**config.mk**
```make
export PLATFORM = sky130hd
export DESIGN_NAME = mem_access_ctrl
export DESIGN_NICKNAME = d
export VERILOG_FILES = /design/src/rtl/mem_access_ctrl.sv
export SDC_FILE = /design/constraint.sdc
export NUM_CORES = 1
export LEC_CHECK = 0
export BUFFER_PORTS_ARGS = -buffer_cell sky130_fd_sc_hd__buf_2
export CORE_ASPECT_RATIO = 1.2
export CORE_MARGIN = 2
export CORE_UTILIZATION = 53
export DETAILED_ROUTE_END_ITERATION = 10
export PLACE_DENSITY = 0.86
export SLEW_MARGIN = 20
export SYNTH_ARGS = -nofsm -noshare
export SYNTH_HDL_FRONTEND = slang
export SYNTH_SLANG_ARGS = --single-unit
```
**constraint.sdc**
```tcl
create_clock -name clk_i -period 5.1 [get_ports clk_i]
set_input_delay 0.765 -clock clk_i [delete_from_list [all_inputs] [get_ports clk_i]]
set_output_delay 0.765 -clock clk_i [all_outputs]
set_load 0.01 [all_outputs]
```
**src/rtl/mem_access_ctrl.sv**
```systemverilog
// Round-robin sequencer for one single-port sync RAM shared by fetch and the mem stage.
// Loads/fetches take 3 cycles to ack, full stores 2, partial stores 4 (read-modify-write).
module mem_access_ctrl #(
  parameter int ADDR_WIDTH = 32,
  parameter int DATA_WIDTH = 32
) (
  input  logic                  clk_i,
  input  logic                  rst_i,
  input  logic                  i_req_i,
  input  logic [ADDR_WIDTH-1:0] i_addr_i,
  output logic [DATA_WIDTH-1:0] i_rdata_o,
  output logic                  i_ack_o,
  input  logic                  d_req_i,
  input  logic                  d_we_i,
  input  logic [ADDR_WIDTH-1:0] d_addr_i,
  input  logic [3:0]            d_be_i,
  input  logic [DATA_WIDTH-1:0] d_wdata_i,
  output logic [DATA_WIDTH-1:0] d_rdata_o,
  output logic                  d_ack_o,
  output logic                  stall_o,
  output logic                  ram_ce_o,
  output logic                  ram_we_o,
  output logic [ADDR_WIDTH-1:0] ram_addr_o,
  output logic [DATA_WIDTH-1:0] ram_wdata_o,
  input  logic [DATA_WIDTH-1:0] ram_rdata_i
);

  localparam int LANE_W = DATA_WIDTH / 4;
  localparam logic [ADDR_WIDTH-1:0] WORD_MASK = ~ADDR_WIDTH'(3);

  typedef enum logic [2:0] {IDLE, RD, RDWAIT, WR, ACK} state_e;

  state_e                state_q;
  logic                  owner_data_q;
  logic                  last_data_q;
  logic                  we_q;
  logic [3:0]            be_q;
  logic [DATA_WIDTH-1:0] wdata_q;
  logic                  ram_ce_q;
  logic                  ram_we_q;
  logic [ADDR_WIDTH-1:0] ram_addr_q;
  logic [DATA_WIDTH-1:0] ram_wdata_q;
  logic [DATA_WIDTH-1:0] i_rdata_q;
  logic [DATA_WIDTH-1:0] d_rdata_q;
  logic                  i_ack_q;
  logic                  d_ack_q;

  logic                  gnt_data_d;
  logic [DATA_WIDTH-1:0] merged_d;

  // Data wins unless fetch is also pending and data was the previous winner.
  always_comb begin
    gnt_data_d = d_req_i & (~i_req_i | ~last_data_q);
  end

  always_comb begin
    merged_d = ram_rdata_i;
    for (int k = 0; k < 4; k++) begin
      if (be_q[k]) merged_d[k*LANE_W +: LANE_W] = wdata_q[k*LANE_W +: LANE_W];
    end
  end

  always_ff @(posedge clk_i) begin
    if (rst_i) begin
      state_q      <= IDLE;
      owner_data_q <= 1'b0;
      last_data_q  <= 1'b0;
      we_q         <= 1'b0;
      be_q         <= 4'b0000;
      wdata_q      <= '0;
      ram_ce_q     <= 1'b0;
      ram_we_q     <= 1'b0;
      ram_addr_q   <= '0;
      ram_wdata_q  <= '0;
      i_rdata_q    <= '0;
      d_rdata_q    <= '0;
      i_ack_q      <= 1'b0;
      d_ack_q      <= 1'b0;
    end else begin
      i_ack_q  <= 1'b0;
      d_ack_q  <= 1'b0;
      ram_ce_q <= 1'b0;
      ram_we_q <= 1'b0;
      unique case (state_q)
        IDLE: begin
          if (d_req_i || i_req_i) begin
            owner_data_q <= gnt_data_d;
            last_data_q  <= gnt_data_d;
            if (gnt_data_d) begin
              we_q       <= d_we_i;
              be_q       <= d_be_i;
              wdata_q    <= d_wdata_i;
              ram_addr_q <= d_addr_i & WORD_MASK;
              if (d_we_i && d_be_i == 4'b0000) begin
                d_ack_q <= 1'b1;
                state_q <= ACK;
              end else if (d_we_i && d_be_i == 4'b1111) begin
                ram_ce_q    <= 1'b1;
                ram_we_q    <= 1'b1;
                ram_wdata_q <= d_wdata_i;
                state_q     <= WR;
              end else begin
                ram_ce_q <= 1'b1;
                state_q  <= RD;
              end
            end else begin
              we_q       <= 1'b0;
              ram_addr_q <= i_addr_i & WORD_MASK;
              ram_ce_q   <= 1'b1;
              state_q    <= RD;
            end
          end
        end
        RD: state_q <= RDWAIT;
        RDWAIT: begin
          if (we_q) begin
            ram_ce_q    <= 1'b1;
            ram_we_q    <= 1'b1;
            ram_wdata_q <= merged_d;
            state_q     <= WR;
          end else begin
            if (owner_data_q) begin
              d_rdata_q <= ram_rdata_i;
              d_ack_q   <= 1'b1;
            end else begin
              i_rdata_q <= ram_rdata_i;
              i_ack_q   <= 1'b1;
            end
            state_q <= ACK;
          end
        end
        WR: begin
          d_ack_q <= 1'b1;
          state_q <= ACK;
        end
        ACK:     state_q <= IDLE;
        default: state_q <= IDLE;
      endcase
    end
  end

  assign ram_ce_o    = ram_ce_q;
  assign ram_we_o    = ram_we_q;
  assign ram_addr_o  = ram_addr_q;
  assign ram_wdata_o = ram_wdata_q;
  assign i_rdata_o   = i_rdata_q;
  assign i_ack_o     = i_ack_q;
  assign d_rdata_o   = d_rdata_q;
  assign d_ack_o     = d_ack_q;
  assign stall_o     = d_req_i & ~d_ack_q;

endmodule

```
======== Word level (Yosys, flattened, before mapping) ========
Index checks and enable logic that the tools add are counted.
word-level totals
  memories kept ........................... 0
  bits in read-only memories .............. 0
  latch bits .............................. 0
  bits of input ports ..................... 137
  word-level logic and storage cells ...... 77
  output and inout port bits .............. 133
  bits in writable memories ............... 0
  register bits after elaboration ......... 173
operators by class
  reduce and logical (&&, ||, !) cells .... 12
  bitwise gates (word level) .............. 8
  $add $sub $neg .......................... 0
  divide/modulo/power cells ............... 0
  multiplexer cells ....................... 35
  $lt $le $gt $ge ......................... 0
  shifts and indexed selects .............. 0
  equal/unequal tests ..................... 9
  $mul .................................... 0
operators by type and width
  cell                                            count
  2-to-1 mux 32 bit                               6
  case mux 32 bit (2 select lines)                1
  2-to-1 mux 8 bit                                4
  2-to-1 mux 1 bit                                15
  2-to-1 mux 3 bit                                4
  case mux 3 bit (4 select lines)                 1
  != test 2 bit (second input constant)           5
  AND reduction 3 bit                             3
  == test 3 x 2 -> 1 bit (second input constant)  2
  AND reduction 6 bit                             1
  inverter 1 bit                                  5
  == test 4 bit (second input constant)           1
  logical NOT 4 bit                               1
  case mux 1 bit (2 select lines)                 2
  == test 3 x 1 -> 1 bit (second input constant)  1
  logical NOT 3 bit                               1
  case mux 1 bit (3 select lines)                 1
  OR reduction 3 bit                              1
  bitwise AND 1 bit                               2
  logical AND 1 bit                               2
  2-to-1 mux 2 bit                                1
  AND reduction 2 bit                             1
  nonzero test 2 bit                              1
  logical OR 1 bit                                1
  OR 1 bit                                        1

======== Logic depth before layout (Yosys ltp) ========
Gate-level depths: netlist of run 1.
  word-level depth ........................ 7
  gate-level depth with buffers ........... 8
  gate-level depth less buffers ........... 4

======== Least setup slack after synthesis of run 1 ========
OpenSTA, ideal clock, no wires.
  path type ............................... input to register
  from .................................... input port d_req_i
  to ...................................... register ram_wdata_q[27], in the netlist ram_wdata_o[27]
  stages .................................. 7
  path buffers ............................ 3
  path slack .............................. 2.993 ns
  arrival ................................. 2.036 ns
  required time ........................... 5.030 ns
  library setup time ...................... 0.070 ns
  cell sequence ........................... a21boi_1 -> buf_4 -> a41oi_2 -> buf_6 -> buf_6 -> or4_1 -> a21oi_1
between the ends
  word-level cells in the longest chain between the ends .. 3
  elaborated cells between the ends (all ways) .. 5
  classes of those cells .................. 2 x eq/ne; 1 x bitwise; 2 x reduce/logical
ends and longest elaborated chain
  item                                                   RTL line  RTL
  from (decl)                                            13        input logic d_req_i,
  bitwise AND 1 bit or logical OR 1 bit (tied branches)  53, 86
  != test 2 bit (no line)                                --
  AND reduction 6 bit (no line) (*)                      --
  to (signal assigned)                                   100       ram_wdata_q <= d_wdata_i;
  to (signal assigned)                                   119       ram_wdata_q <= merged_d;
  to (decl)                                              42        logic [DATA_WIDTH-1:0] ram_wdata_q;
Every way passes the cells marked *; elsewhere a longest branch is shown, timed or not.
A chain may end at the register's enable or synchronous reset.

======== Worst setup path in the final report of run 1 ========
  from .................................... register state_q[1]
  to ...................................... register d_rdata_q[11], in the netlist d_rdata_o[11]
between the ends
  word-level cells in the longest chain between the ends .. 2
ends and longest elaborated chain
  item                           RTL line  RTL
  from (decl)                    33        state_e state_q;
  from (signal assigned)         65        state_q <= IDLE;
  from (signal assigned)         96        state_q <= ACK;
  from (signal assigned)         101       state_q <= WR;
  == test 3 x 2 -> 1 bit         84        unique case (state_q)
  AND reduction 3 bit (no line)  --
  to (signal assigned)           123       d_rdata_q <= ram_rdata_i;
  to (decl)                      44        logic [DATA_WIDTH-1:0] d_rdata_q;
No other way between the ends.

==> results of run 1 <==
-- worst paths after layout --
| check | startpoint | to | slack, ns |
|---|---|---|---|
| setup / recovery | state_q[1]$_SDFFE_PP0N_ | d_rdata_o[11]$_SDFFE_PP0P_ | 2.44 |
| hold reg to reg | i_rdata_o[26]$_SDFFE_PP0P_ | i_rdata_o[26]$_SDFFE_PP0P_ | 0.45 |
| setup reg to reg | state_q[1]$_SDFFE_PP0N_ | d_rdata_o[11]$_SDFFE_PP0P_ | 2.44 |
| hold / removal | i_rdata_o[26]$_SDFFE_PP0P_ | i_rdata_o[26]$_SDFFE_PP0P_ | 0.45 |
-- state kept, by name, indices dropped and copies added (netlist names) --
name,count
wdata_q,32
d_rdata_o,32
d_ack_o,1
ram_wdata_o,32
ram_we_o,1
be_q,4
ram_addr_o,30
i_rdata_o,32
we_q,1
last_data_q,1
i_ack_o,1
ram_ce_o,1
state_q,3
-- placed cells by master, fill, tap and decap left out, types with 6 or more instances in the layout --
cell type	instances
buf_2	262
dfxtp_1	171
buf_4	12
a211oi_1	62
clkbuf_16	17
nand2_1	202
clkinv_2	6
a21oi_1	134
nor2b_1	33
o21ai_0	35
mux2i_1	30
nor2_1	68
or4_1	32
-- cell type report --
cell class                 count  area [um2]  share of cell area (%)
clock buffer                  20       456.7                   5.140
clock inverter                 9       75.07                  0.8450
inverter                       2       7.507                 0.08450
multi-input combinational    623        3311                   37.26
sequential                   171        3423                   38.53
tap                          168       210.2                   2.366
timing repair buffer         274        1401                   15.77
-- worst min-delay path, delay by kind of cell (launching register included) --
kind | cells | cell delay [ns]
simple gates | 1 | 0.05
compound gates | 1 | 0.05
flops | 1 | 0.30
-- cell families (layout without fill, tap and decap cells) --
group | Yosys count | in the layout | synth area share, %
other cells | 1 | 2 | 0.05299
compound gates | 241 | 241 | 19.80
mux | 30 | 30 | 4.243
simple gates | 350 | 350 | 22.19
flops | 171 | 171 | 48.37
buf+inv | 82 | 305 | 5.339
-- report_power, final --
part | total, uW | leakage, uW | switching (uW) | internal (uW)
combinational | 547 | 0.00214 | 344 | 202
clock | 1180 | 0.000263 | 493 | 683
sequential | 1500 | 0.00139 | 69.6 | 1430
total | 3230 | 0.00380 | 907 | 2320
-- per-stage QoR --
step           hold slack, ns  setup slack [ns]  cell area [um2]
2_1_floorplan          0.4367             2.994             7081
3_3_place_gp           0.4386             2.365             8353
3_5_place_dp           0.4440             2.278             8353
4_1_cts                0.4526             2.453             8885
5_1_grt                0.4692             2.232             8885
6_report               0.4504             2.437             8885
-- synth_stat cells --
| master | count | area (um2) |
|---|---|---|
| inv_1 | 2 | 7.510 |
| nor3_2 | 1 | 10.01 |
| o211a_1 | 1 | 10.01 |
| a41oi_2 | 1 | 16.27 |
| nor2b_1 | 33 | 206.5 |
| or2_1 | 1 | 6.260 |
| or3b_1 | 1 | 8.760 |
| buf_2 | 23 | 115.1 |
| and2_1 | 2 | 12.51 |
| buf_6 | 4 | 45.04 |
| nor3b_4 | 1 | 18.77 |
| nand2_1 | 202 | 758.2 |
| o21a_1 | 1 | 7.510 |
| a22oi_1 | 1 | 7.510 |
| buf_1 | 1 | 3.750 |
| or4_1 | 32 | 240.2 |
| a21oi_1 | 134 | 670.6 |
| conb_1 | 1 | 3.750 |
| dfxtp_1 | 171 | 3423 |
| a31oi_1 | 1 | 6.260 |
| and3_1 | 1 | 6.260 |
| a21boi_1 | 1 | 7.510 |
| and4_1 | 1 | 8.760 |
| nor2_1 | 68 | 255.2 |
| buf_4 | 3 | 22.52 |
| a2bb2oi_1 | 1 | 8.760 |
| a211oi_1 | 62 | 465.5 |
| nand3_1 | 2 | 10.01 |
| o21ai_0 | 35 | 175.2 |
| nor4_1 | 1 | 6.260 |
| o41ai_1 | 1 | 8.760 |
| nor3_1 | 2 | 10.01 |
| clkbuf_1 | 49 | 183.9 |
| mux2i_1 | 30 | 300.3 |
| a2111oi_0 | 2 | 17.52 |
| or3_1 | 2 | 12.51 |
-- metal layers --
layer / vias up / global-route usage [%] / share of wire (%)
li1: 3437 / - / -
met1: 3245 / 32.16 / 41
met2: 256 / 47.68 / 51
met3: 31 / 6.101 / 5.9
met4: 0 / 12.43 / 2.6
met5: - / 0 / 0
==> metrics.cfg, run 1 <==
[pwr]
p_leak_uw=0.003801
peakVddDrop_mv=0.2299
p_per_area_nw_per_um2=363.1
total_power_uw=3226

[synth]
avgSynthCellArea_um2=8.088
synth_cells=875
synth.distinct_cells=36
yosysSeqAreaShare_pct=48.37
synth_seq_cells=171
yosysWarnings=0
netlist_area_um2=7077

[timing]
grt_setup_unrepaired=false
finalSetupViolCount=0
drv_slew=0
fin_crit_sh_pct=52.22
fin_setup_tns_ns=0
fmax_ghz=0.3755
layout_min_cycle_time_ns=2.663
max_slew_margin_pct=30.10
clock_skew_ns=0.008625
tightest_slew_ns=1.048
finalHoldViolations=0

[final_layout]
diodes=0
instances_no_fill=1267
final_util_pct=67.71
nFillCells=1101
final_nets=1226
area_growth_syn_to_layout_pct=25.55
layout-drive-gt1-share_pct=28.12

[die]
die_w_um=109.5
die_area_um2=14300
ios=270
rows=46
die_y_um=130.6
core_um2=13120
start_util_pct=53.93

[min_path]
hold_path.class=register to register
min_path_cells=2

[cts]
clockBufferDepth=2
cts_hold_buf=0
cts_resized=0
cts_tree=built
clk_root_buffer_cell=clkbuf_16
clk_latency_ns=0.42
numCtsBuffers=17
clk_transition_reported_paths_ns=0.06
post_cts.repair.setup_buffers=0
htree_levels=4
cts.sinks=171

[placed_design]
place_inst=1238
dp_hpwl_um=13300
place_congestion=0.7726
place.port_buffers=263

[drt]
post_drt_wl_per_cell_um=15.89
first_pass_iters=5
wirelength_um=20130
ant_nets=0
vias=6969
viasPerCell=5.500
drc=0
drtIter0Drc=487

[grt]
grt_overflow=0
grt_max_degree=68
antenna_found_initial=0
grt_pass1_vias=6307
grt_pass1_wl_um=30690
grt_usage_pct=27.45

[worst_setup_path]
slowest_delay_ns=0.67
path_depth=6
cpLargestDelayFamily=simple AND/OR/NAND/NOR gates
arrival_ns=2.94
crit_top_cell=buf_4
path_buf_inv=2
slowest_stage=nand3_1
path_class=register to register
crit_chain=nor3b_4, buf_4, nand3_1, buf_4, nand2_1, a21oi_1
cp.required_ns=5.37
end_kind=register
ff2ff_path_depth=6
path_max_fanout=35
worst_setup_path_start_kind=register

[run]
maxCapViolations=0

[status]
status=finished clean

Note: power is estimated with default switching activity, not from simulation.
==> run 2, diff against run 1 <==
--- a/config.mk
+++ b/config.mk
@@ -8,9 +8,9 @@
 export BUFFER_PORTS_ARGS = -buffer_cell sky130_fd_sc_hd__buf_2
 export CORE_ASPECT_RATIO = 1.2
 export CORE_MARGIN = 2
-export CORE_UTILIZATION = 53
+export CORE_UTILIZATION = 44
 export DETAILED_ROUTE_END_ITERATION = 10
-export PLACE_DENSITY = 0.86
+export PLACE_DENSITY = 0.76
 export SLEW_MARGIN = 20
 export SYNTH_ARGS = -nofsm -noshare
 export SYNTH_HDL_FRONTEND = slang
==> constraint.sdc (replaced) <==
create_clock -name clk_i -period 2.41 [get_ports clk_i]
set_input_delay 0.3615 -clock clk_i [delete_from_list [all_inputs] [get_ports clk_i]]
set_output_delay 0.3615 -clock clk_i [all_outputs]
set_load 0.01 [all_outputs]
==> metrics.cfg, run 2 (synthesis results as in run 1) <==
[status]
status=finished clean

[final_layout]
nFillCells=1484
area_growth_syn_to_layout_pct=29.03
layout_commonest_cell=buf_2
final_util_pct=58.15
final_nets=1232
final_cell_mix=262 x buf_2, 202 x nand2_1, 171 x dfxtp_1
final_area_um2=9131
instances_no_fill=1314
layout-drive-gt1-share_pct=28.26

[worst_setup_path]
rrSetupSlack_ns=0.36
r2r_start=state_q[1]$_SDFFE_PP0N_
path_class=register to register
crit_chain=or3b_1, or3_1, buf_4, nand2_1, a21oi_1
arrival_ns=2.34
cpLargestDelayFamily=simple AND/OR/NAND/NOR gates
slowest_stage=or3b_1
worst_setup_path_start_kind=register
r2r_end=i_rdata_o[29]$_SDFFE_PP0P_
critPathLaunch=state_q[1]$_SDFFE_PP0N_
path_buf_inv=1
end_kind=register
path_max_fanout=33
cp.required_ns=2.69
slowest_delay_ns=0.58
ff2ff_path_depth=5

[die]
start_util_pct=45.07
rows=50
die_area_um2=17120
ios=270
die_y_um=142.9
core_um2=15700
die_w_um=119.8

[timing]
tightest_slew_ns=1.007
drv_slew=0
fin_crit_sh_pct=85.23
fin_setup_tns_ns=0
holdWs_ns=0.1885
clock_skew_ns=0.006266
max_slew_margin_pct=32.87
finalHoldViolations=0
grt_setup_unrepaired=false
finalSetupViolCount=0
layout_min_cycle_time_ns=2.054
fmax_ghz=0.4869

[drt]
vias=6834
drtIter0Drc=516
ant_nets=0
viasPerCell=5.201
drc=0
post_drt_wl_per_cell_um=15.41
wirelength_um=20240
first_pass_iters=6

[placed_design]
place.port_buffers=263
dp_hpwl_um=14100
placed_cell_area_um2=8509
place_congestion=0.8291
place_inst=1284

[cts]
clk_transition_reported_paths_ns=0.06
clk_latency_ns=0.42
cts_tree=built
htree_levels=4
clockBufferDepth=2
cts_resized=0
cts.sinks=171
numCtsBuffers=17
clk_root_buffer_cell=clkbuf_16
cts_hold_buf=0
post_cts.repair.setup_buffers=0

[grt]
antenna_found_initial=2
grt_max_degree=68
grt_pass1_wl_um=31690
grt_pass1_vias=6234
grt_usage_pct=23.60
grt_overflow=0

[pwr]
p_leak_uw=0.003882
peakVddDrop_mv=0.4709
p_per_area_nw_per_um2=796.9

[run]
maxCapViolations=0

[min_path]
min_to=wdata_q[31]$_SDFFE_PP0P_
min_path_cells=3
hold_path.class=input pin to register
hold_path.startpoint=d_wdata_i[31]

## run 2: changes by cell type in the layout (fill, tap and decap cells not counted), sizes merged
cell and delta:
buf +6, clkinv -5, bufinv +4, diode +2
## run 2: how the worst max path moves through the flow
stage / end / slack [ns] / cells past startpoint
global placement: i_rdata_o[27]$_SDFFE_PP0P_ / 0.39 / 5
finish: i_rdata_o[29]$_SDFFE_PP0P_ / 0.36 / 5
global route: i_rdata_o[28]$_SDFFE_PP0P_ / 0.19 / 5
detailed placement: i_rdata_o[29]$_SDFFE_PP0P_ / 0.35 / 5
CTS: i_rdata_o[29]$_SDFFE_PP0P_ / 0.34 / 5
floorplan: i_rdata_o[10]$_SDFFE_PP0P_ / 0.63 / 8
## run 2: routing by layer
metal | up-vias | global-route usage [%] | wire, um
met3 | 42 | 4.912 | 1046
met5 | - | 0 | 0
met2 | 199 | 40.06 | 10120
met1 | 3136 | 28.46 | 8362
li1 | 3457 | - | -
met4 | 0 | 11.52 | 716
## run 2: worst min-delay path: cells and delay by family
family | cells | cell delay [ns]
AND/OR/NAND/NOR | 1 | 0.05
buffers and inverters | 1 | 0.11
AO/OA/AOI/OAI | 1 | 0.05
## run 2: final cells by class
| class | count | area [um2] | area share, % |
|---|---|---|---|
| timing repair buffer | 280 | 1509 | 16.53 |
| clock buffer | 20 | 446.7 | 4.892 |
| sequential | 171 | 3423 | 37.49 |
| tap | 208 | 260.3 | 2.850 |
| antenna | 2 | 5.005 | 0.05481 |
| inverter | 2 | 7.507 | 0.08221 |
| multi-input combinational | 623 | 3309 | 36.24 |
| clock inverter | 8 | 170.2 | 1.864 |
## run 2: metrics by stage
step           setup slack [ns]  total power (uW)
5_1_grt                  0.1901              7614
2_1_floorplan            0.6315              3951
4_1_cts                  0.3401              7337
3_3_place_gp             0.3867              4415
3_5_place_dp             0.3482              4444
6_report                 0.3560              7277
## run 2: power breakdown
part,internal (uW),switching [uW]
combinational,466,729
sequential,3030,142
clock,1840,1060
total,5340,1940
